--- config.mk ---
export PLATFORM = sky130hd
export DESIGN_NAME = wb_stage
export DESIGN_NICKNAME = d
export VERILOG_FILES = /design/src/rtl/wb_stage.sv
export SDC_FILE = /design/constraint.sdc
export NUM_CORES = 1
export LEC_CHECK = 0
export CAP_MARGIN = 0
export CORE_AREA = 2 2 125 127
export CTS_CLUSTER_DIAMETER = 120
export CTS_CLUSTER_SIZE = 25
export DETAILED_ROUTE_END_ITERATION = 8
export DIE_AREA = 0 0 127 129
export GPL_TIMING_DRIVEN = 0
export PLACE_DENSITY = 0.82
export SYNTH_ARGS = -nofsm -noshare
export SYNTH_HDL_FRONTEND = slang
export SYNTH_SLANG_ARGS = --single-unit
export TNS_END_PERCENT = 1
--- constraint.sdc ---
create_clock -name clk -period 2.5 [get_ports clk]
set_input_delay 0.375 -clock clk [delete_from_list [all_inputs] [get_ports clk]]
set_output_delay 0.375 -clock clk [all_outputs]
set_load 0.05 [all_outputs]
--- src/rtl/wb_stage.sv ---
// rtl/wb_stage.sv - writeback stage: one-entry retire slot, load wait, register file write port, bypass info
module wb_stage (
  input  logic        clk,
  input  logic        reset,
  input  logic        in_valid,
  output logic        in_ready,
  input  logic [4:0]  in_rd,
  input  logic        in_reg_write,
  input  logic        in_mem_to_reg,
  input  logic [63:0] in_alu_result,
  input  logic        mem_rvalid,
  input  logic [63:0] mem_rdata,
  output logic        RegWrite,
  output logic [4:0]  WriteRegister,
  output logic [63:0] WriteData,
  input  logic [4:0]  fwd_rs1,
  input  logic [4:0]  fwd_rs2,
  output logic        fwd_hit1,
  output logic        fwd_hit2,
  output logic        fwd_pend1,
  output logic        fwd_pend2,
  output logic [63:0] fwd_data,
  output logic [31:0] retire_count
);

  typedef enum logic [1:0] {
    S_EMPTY    = 2'd0,
    S_FULL     = 2'd1,
    S_WAIT_MEM = 2'd2
  } state_t;

  state_t      r_state;
  state_t      w_state_next;
  logic [4:0]  r_rd;
  logic        r_reg_write;
  logic        r_mem_to_reg;
  logic [63:0] r_data;
  logic [31:0] r_retire_count;

  logic w_accept;
  logic w_in_is_load;
  logic w_eff_we;
  logic w_load_return;

  assign w_accept      = in_valid & in_ready;
  // Only a writing load needs to wait; a non-writing "load" retires like an ALU op.
  assign w_in_is_load  = in_mem_to_reg & in_reg_write;
  // X31 is the zero register: such writes retire but never reach the file.
  assign w_eff_we      = r_reg_write & (r_rd != 5'd31);
  assign w_load_return = (r_state == S_WAIT_MEM) & r_mem_to_reg & mem_rvalid;

  always_ff @(posedge clk) begin
    if (reset) begin
      r_state <= S_EMPTY;
    end else begin
      r_state <= w_state_next;
    end
  end

  always_comb begin
    w_state_next = r_state;
    case (r_state)
      S_EMPTY, S_FULL: begin
        if (w_accept) begin
          w_state_next = w_in_is_load ? S_WAIT_MEM : S_FULL;
        end else begin
          w_state_next = S_EMPTY;
        end
      end
      S_WAIT_MEM: begin
        if (w_load_return) begin
          w_state_next = S_FULL;
        end
      end
      default: w_state_next = S_EMPTY;
    endcase
  end

  always_comb begin
    in_ready  = (r_state == S_EMPTY) | (r_state == S_FULL);
    RegWrite  = (r_state == S_FULL) & w_eff_we;
    fwd_hit1  = (r_state == S_FULL) & w_eff_we & (r_rd == fwd_rs1);
    fwd_hit2  = (r_state == S_FULL) & w_eff_we & (r_rd == fwd_rs2);
    fwd_pend1 = (r_state == S_WAIT_MEM) & w_eff_we & (r_rd == fwd_rs1);
    fwd_pend2 = (r_state == S_WAIT_MEM) & w_eff_we & (r_rd == fwd_rs2);
  end

  always_ff @(posedge clk) begin
    if (reset) begin
      r_rd         <= 5'd0;
      r_reg_write  <= 1'b0;
      r_mem_to_reg <= 1'b0;
      r_data       <= 64'd0;
    end else if (w_accept) begin
      r_rd         <= in_rd;
      r_reg_write  <= in_reg_write;
      r_mem_to_reg <= w_in_is_load;
      r_data       <= w_in_is_load ? 64'd0 : in_alu_result;
    end else if (w_load_return) begin
      r_data <= mem_rdata;
    end
  end

  // Every FULL cycle is a retirement, whether or not it writes.
  always_ff @(posedge clk) begin
    if (reset) begin
      r_retire_count <= 32'd0;
    end else if (r_state == S_FULL) begin
      r_retire_count <= r_retire_count + 32'd1;
    end
  end

  assign WriteRegister = r_rd;
  assign WriteData     = r_data;
  assign fwd_data      = r_data;
  assign retire_count  = r_retire_count;

endmodule

==> impl_metrics.json <==
{
  "vias": 5759,
  "synth_compound_area_frac": 0.241,
  "areaGrowthSynthToFinish_pct": 72.1,
  "setup_violations": 0,
  "drive_gt1_frac": 0.0950,
  "async_reset_ff_frac": 0,
  "yosysTopAreaCell": "dfxtp_1",
  "path_class": "flip-flop to output port",
  "synth.distinct_cells": 35,
  "power_frac_clock": 0.275,
  "final_util": 0.590,
  "muxShareOfSynthArea": 0.0107,
  "fin_crit_sh": 0.937,
  "ff2ff_path_depth": 7,
  "cp-startpoint": "r_state[0]",
  "post_cts.repair.setup_buffers": 0,
  "ys_seq_area_frac": 0.410,
  "path_clk_slew_ns": 0.07,
  "synth_edf_count": 0,
  "vdd_drop_max_v": 0.000319,
  "synthXorXnorAreaFrac": 0.0324,
  "wire_per_inst_microns": 17.5,
  "synth_flop_cell": "dfxtp_1",
  "seq_power_share": 0.377,
  "synthAdderAreaFrac": 0.00244,
  "nets": 1083,
  "finalMaxSlewViolations": 0,
  "multi_input_area_sq_mm": 0.00233,
  "num-fill-cells": 1293,
  "comb_power_share": 0.348,
  "layout_min_cycle_time_ns": 2.34,
  "io-pin-count": 320,
  "largest_reg_flops": 64,
  "io_buffers": 318,
  "drv_cap": 0,
  "place_congestion": 0.864,
  "rr_startpoint": "r_state[1]",
  "hpwlAfterDp_microns": 15400,
  "fin_skew_ns": 0.0101,
  "status": "finished, final reports clean",
  "ys_warn_count": 0,
  "synth_top_area_frac": 0.410,
  "grt_max_degree": 16,
  "worstReg2RegEnd": "WriteData[57]",
  "hold_buffers": 0,
  "p_int_mw": 3.25,
  "drt_iter0_markers": 416,
  "total_leakage_power_nw": 3.29,
  "dpl-instance-area_sq_mm": 0.00855,
  "crit_path_end_kind": "output port",
  "synth_common_cells": "dfxtp_1, nor2_1, a211oi_1, a22oi_1, buf_4",
  "clk_latency_ns": 0.35,
  "syn_area_sq_mm": 0.00513,
  "rrSetupSlack_ns": 0.26,
  "cts-root-buf": "clkbuf_16",
  "hold_path_depth": 2,
  "routed_via_density": 5.11,
  "endpoint": "fwd_hit1",
  "die_area_sq_mm": 0.0164,
  "slowest_delay_ns": 0.54,
  "syn-mean-instance-area_sq_um": 8.50,
  "worstPathRequired_ns": 2.12,
  "synth_top_family_by_area": "compound AO/OA/AOI/OAI gates",
  "critical_path_arrival_ns": 1.97,
  "fin_area_sq_mm": 0.00883,
  "grt_pass1_vias": 5524,
  "cts_buffers": 9,
  "critPathMaxFanout": 5,
  "core.rowCount": 45,
  "gr-total-overflow": 0,
  "cts_tree": "done",
  "synth.area.top_cells": "dfxtp_1, a211oi_1, a22oi_1, buf_4, nor2_1",
  "power_density_mw_per_mm2": 564,
  "worst_slew_pin_slew_ns": 0.685,
  "path_cells": "nor2b_1, nand2_1, nor2_1, dlygate4sd2_1",
  "die_y_microns": 129,
  "whs_ns": 0.479,
  "ys_seq_elements": 105,
  "p_sw_mw": 1.73,
  "rsz0062_at_grt": "false",
  "crit_family": "simple AND/OR/NAND/NOR gates",
  "cp_num_buf_inv": 1,
  "synth-simple-area-share": 0.167,
  "grt_first_pass_wirelength_microns": 29600,
  "register_area_sq_mm": 0.00210,
  "drc": 0,
  "hold_path.class": "flip-flop to flip-flop",
  "syn-num-nets": 754,
  "core_sq_mm": 0.0150,
  "fmax_mhz": 427,
  "start_util": 0.343,
  "start_kind": "flip-flop",
  "cpMaxStageDelayCell": "dlygate4sd2_1",
  "numClockSinks": 105,
  "track_usage": 0.229,
  "dr.pass1.iters": 5,
  "syn_inst": 604,
  "drt_wl_total_microns": 19700,
  "ant_nets": 0,
  "htreeDepth": 3,
  "p_sw_frac": 0.348,
  "hold_viol_final": 0,
  "yosys.cell_count.top_type": "dfxtp_1",
  "clock_path_buffers": 2,
  "path_depth": 4,
  "antenna_found_initial": 1,
  "die_w_microns": 127,
  "slew_headroom": 0.543
}
-- layout by cell type (no fill, tap or decap), types with 3 or more instances in the layout --
cell	n
nor3_1	5
clkdlybuf4s50_1	313
a211oi_1	64
nor2_1	84
clkbuf_16	9
clkbuf_8	3
or3_1	6
xnor2_1	8
buf_4	64
a22oi_1	64
nand2_1	29
nand4_1	8
clkbuf_2	3
nor2b_1	6
nand3_1	13
xor2_1	11
inv_1	7
dfxtp_1	105
o21ai_0	6
a21oi_1	27
clkbuf_1	33
and4_1	5
or4_1	13
dlygate4sd2_1	5
buf_1	12
o31ai_1	13
mux2_2	4
-- worst min path at each step --
stage	from	end	slack, ns
floorplan	r_reg_write	r_reg_write	0.44
global route	r_reg_write	r_reg_write	0.51
finish	r_reg_write	r_reg_write	0.48
CTS	r_reg_write	r_reg_write	0.48
global placement	r_reg_write	r_reg_write	0.45
detailed placement	r_reg_write	r_reg_write	0.47
-- area by class of cell --
type,count,share of cell area
Antenna cell,1,0.000283
Buffer,113,0.0766
Clock buffer,13,0.0306
Clock inverter,2,0.00142
Inverter,7,0.00297
Multi-Input combinational cell,379,0.264
Sequential cell,105,0.238
Tap cell,188,0.0266
Timing Repair Buffer,318,0.360
-- cells by family (layout without fill, tap and decap cells) --
logic type	count (synthesis)	count (layout)
DFF	105	105
buffers and inverters	120	453
xor gates and xnor gates	19	19
other	0	1
muxes	5	5
and+or+nand+nor	178	178
adders and majority gates	1	1
AOI/OAI and AO/OA	176	176
-- worst min-delay path, stage by stage (launching register included) --
cell	delay, ns
dfxtp_1	0.33
nand2_1	0.06
a21oi_1	0.05
-- stage by stage --
step	cells	setup WS [ns]	setup TNS, ns	total power [mW]
global route	1125	0.0298	0	5.16
finish	1126	0.157	0	4.98
global placement	1110	-0.195	-10.49	3.63
detailed placement	1110	-0.272	-13.17	3.64
floorplan	604	0.258	0	2.93
CTS	1125	0.0692	0	5.00
-- power by group through the flow --
| stage | logic (mW) | clock network (mW) | registers, mW |
|---|---|---|---|
| after floorplan | 0.728 | 0 | 2.21 |
| after global placement | 1.72 | 0 | 1.91 |
| after detailed placement | 1.73 | 0 | 1.91 |
| after CTS | 1.74 | 1.39 | 1.87 |
| after global routing | 1.82 | 1.46 | 1.89 |
| final | 1.73 | 1.37 | 1.87 |
-- layer usage --
metal / up-vias / track usage / wire [microns]
met4: 2 / 0.0769 / 442
met2: 236 / 0.395 / 9930
li1: 2802 / - / -
met3: 32 / 0.0466 / 1380
met5: - / 0 / 13
met1: 2687 / 0.288 / 7970
-- timing repair --
action	in CTS	in global routing
gates cloned	0	0
endpoints found under the hold margin	0	0
endpoints found under the setup margin	5	50
resized for setup	5	5
Note: power is estimated with default switching activity, not from simulation.
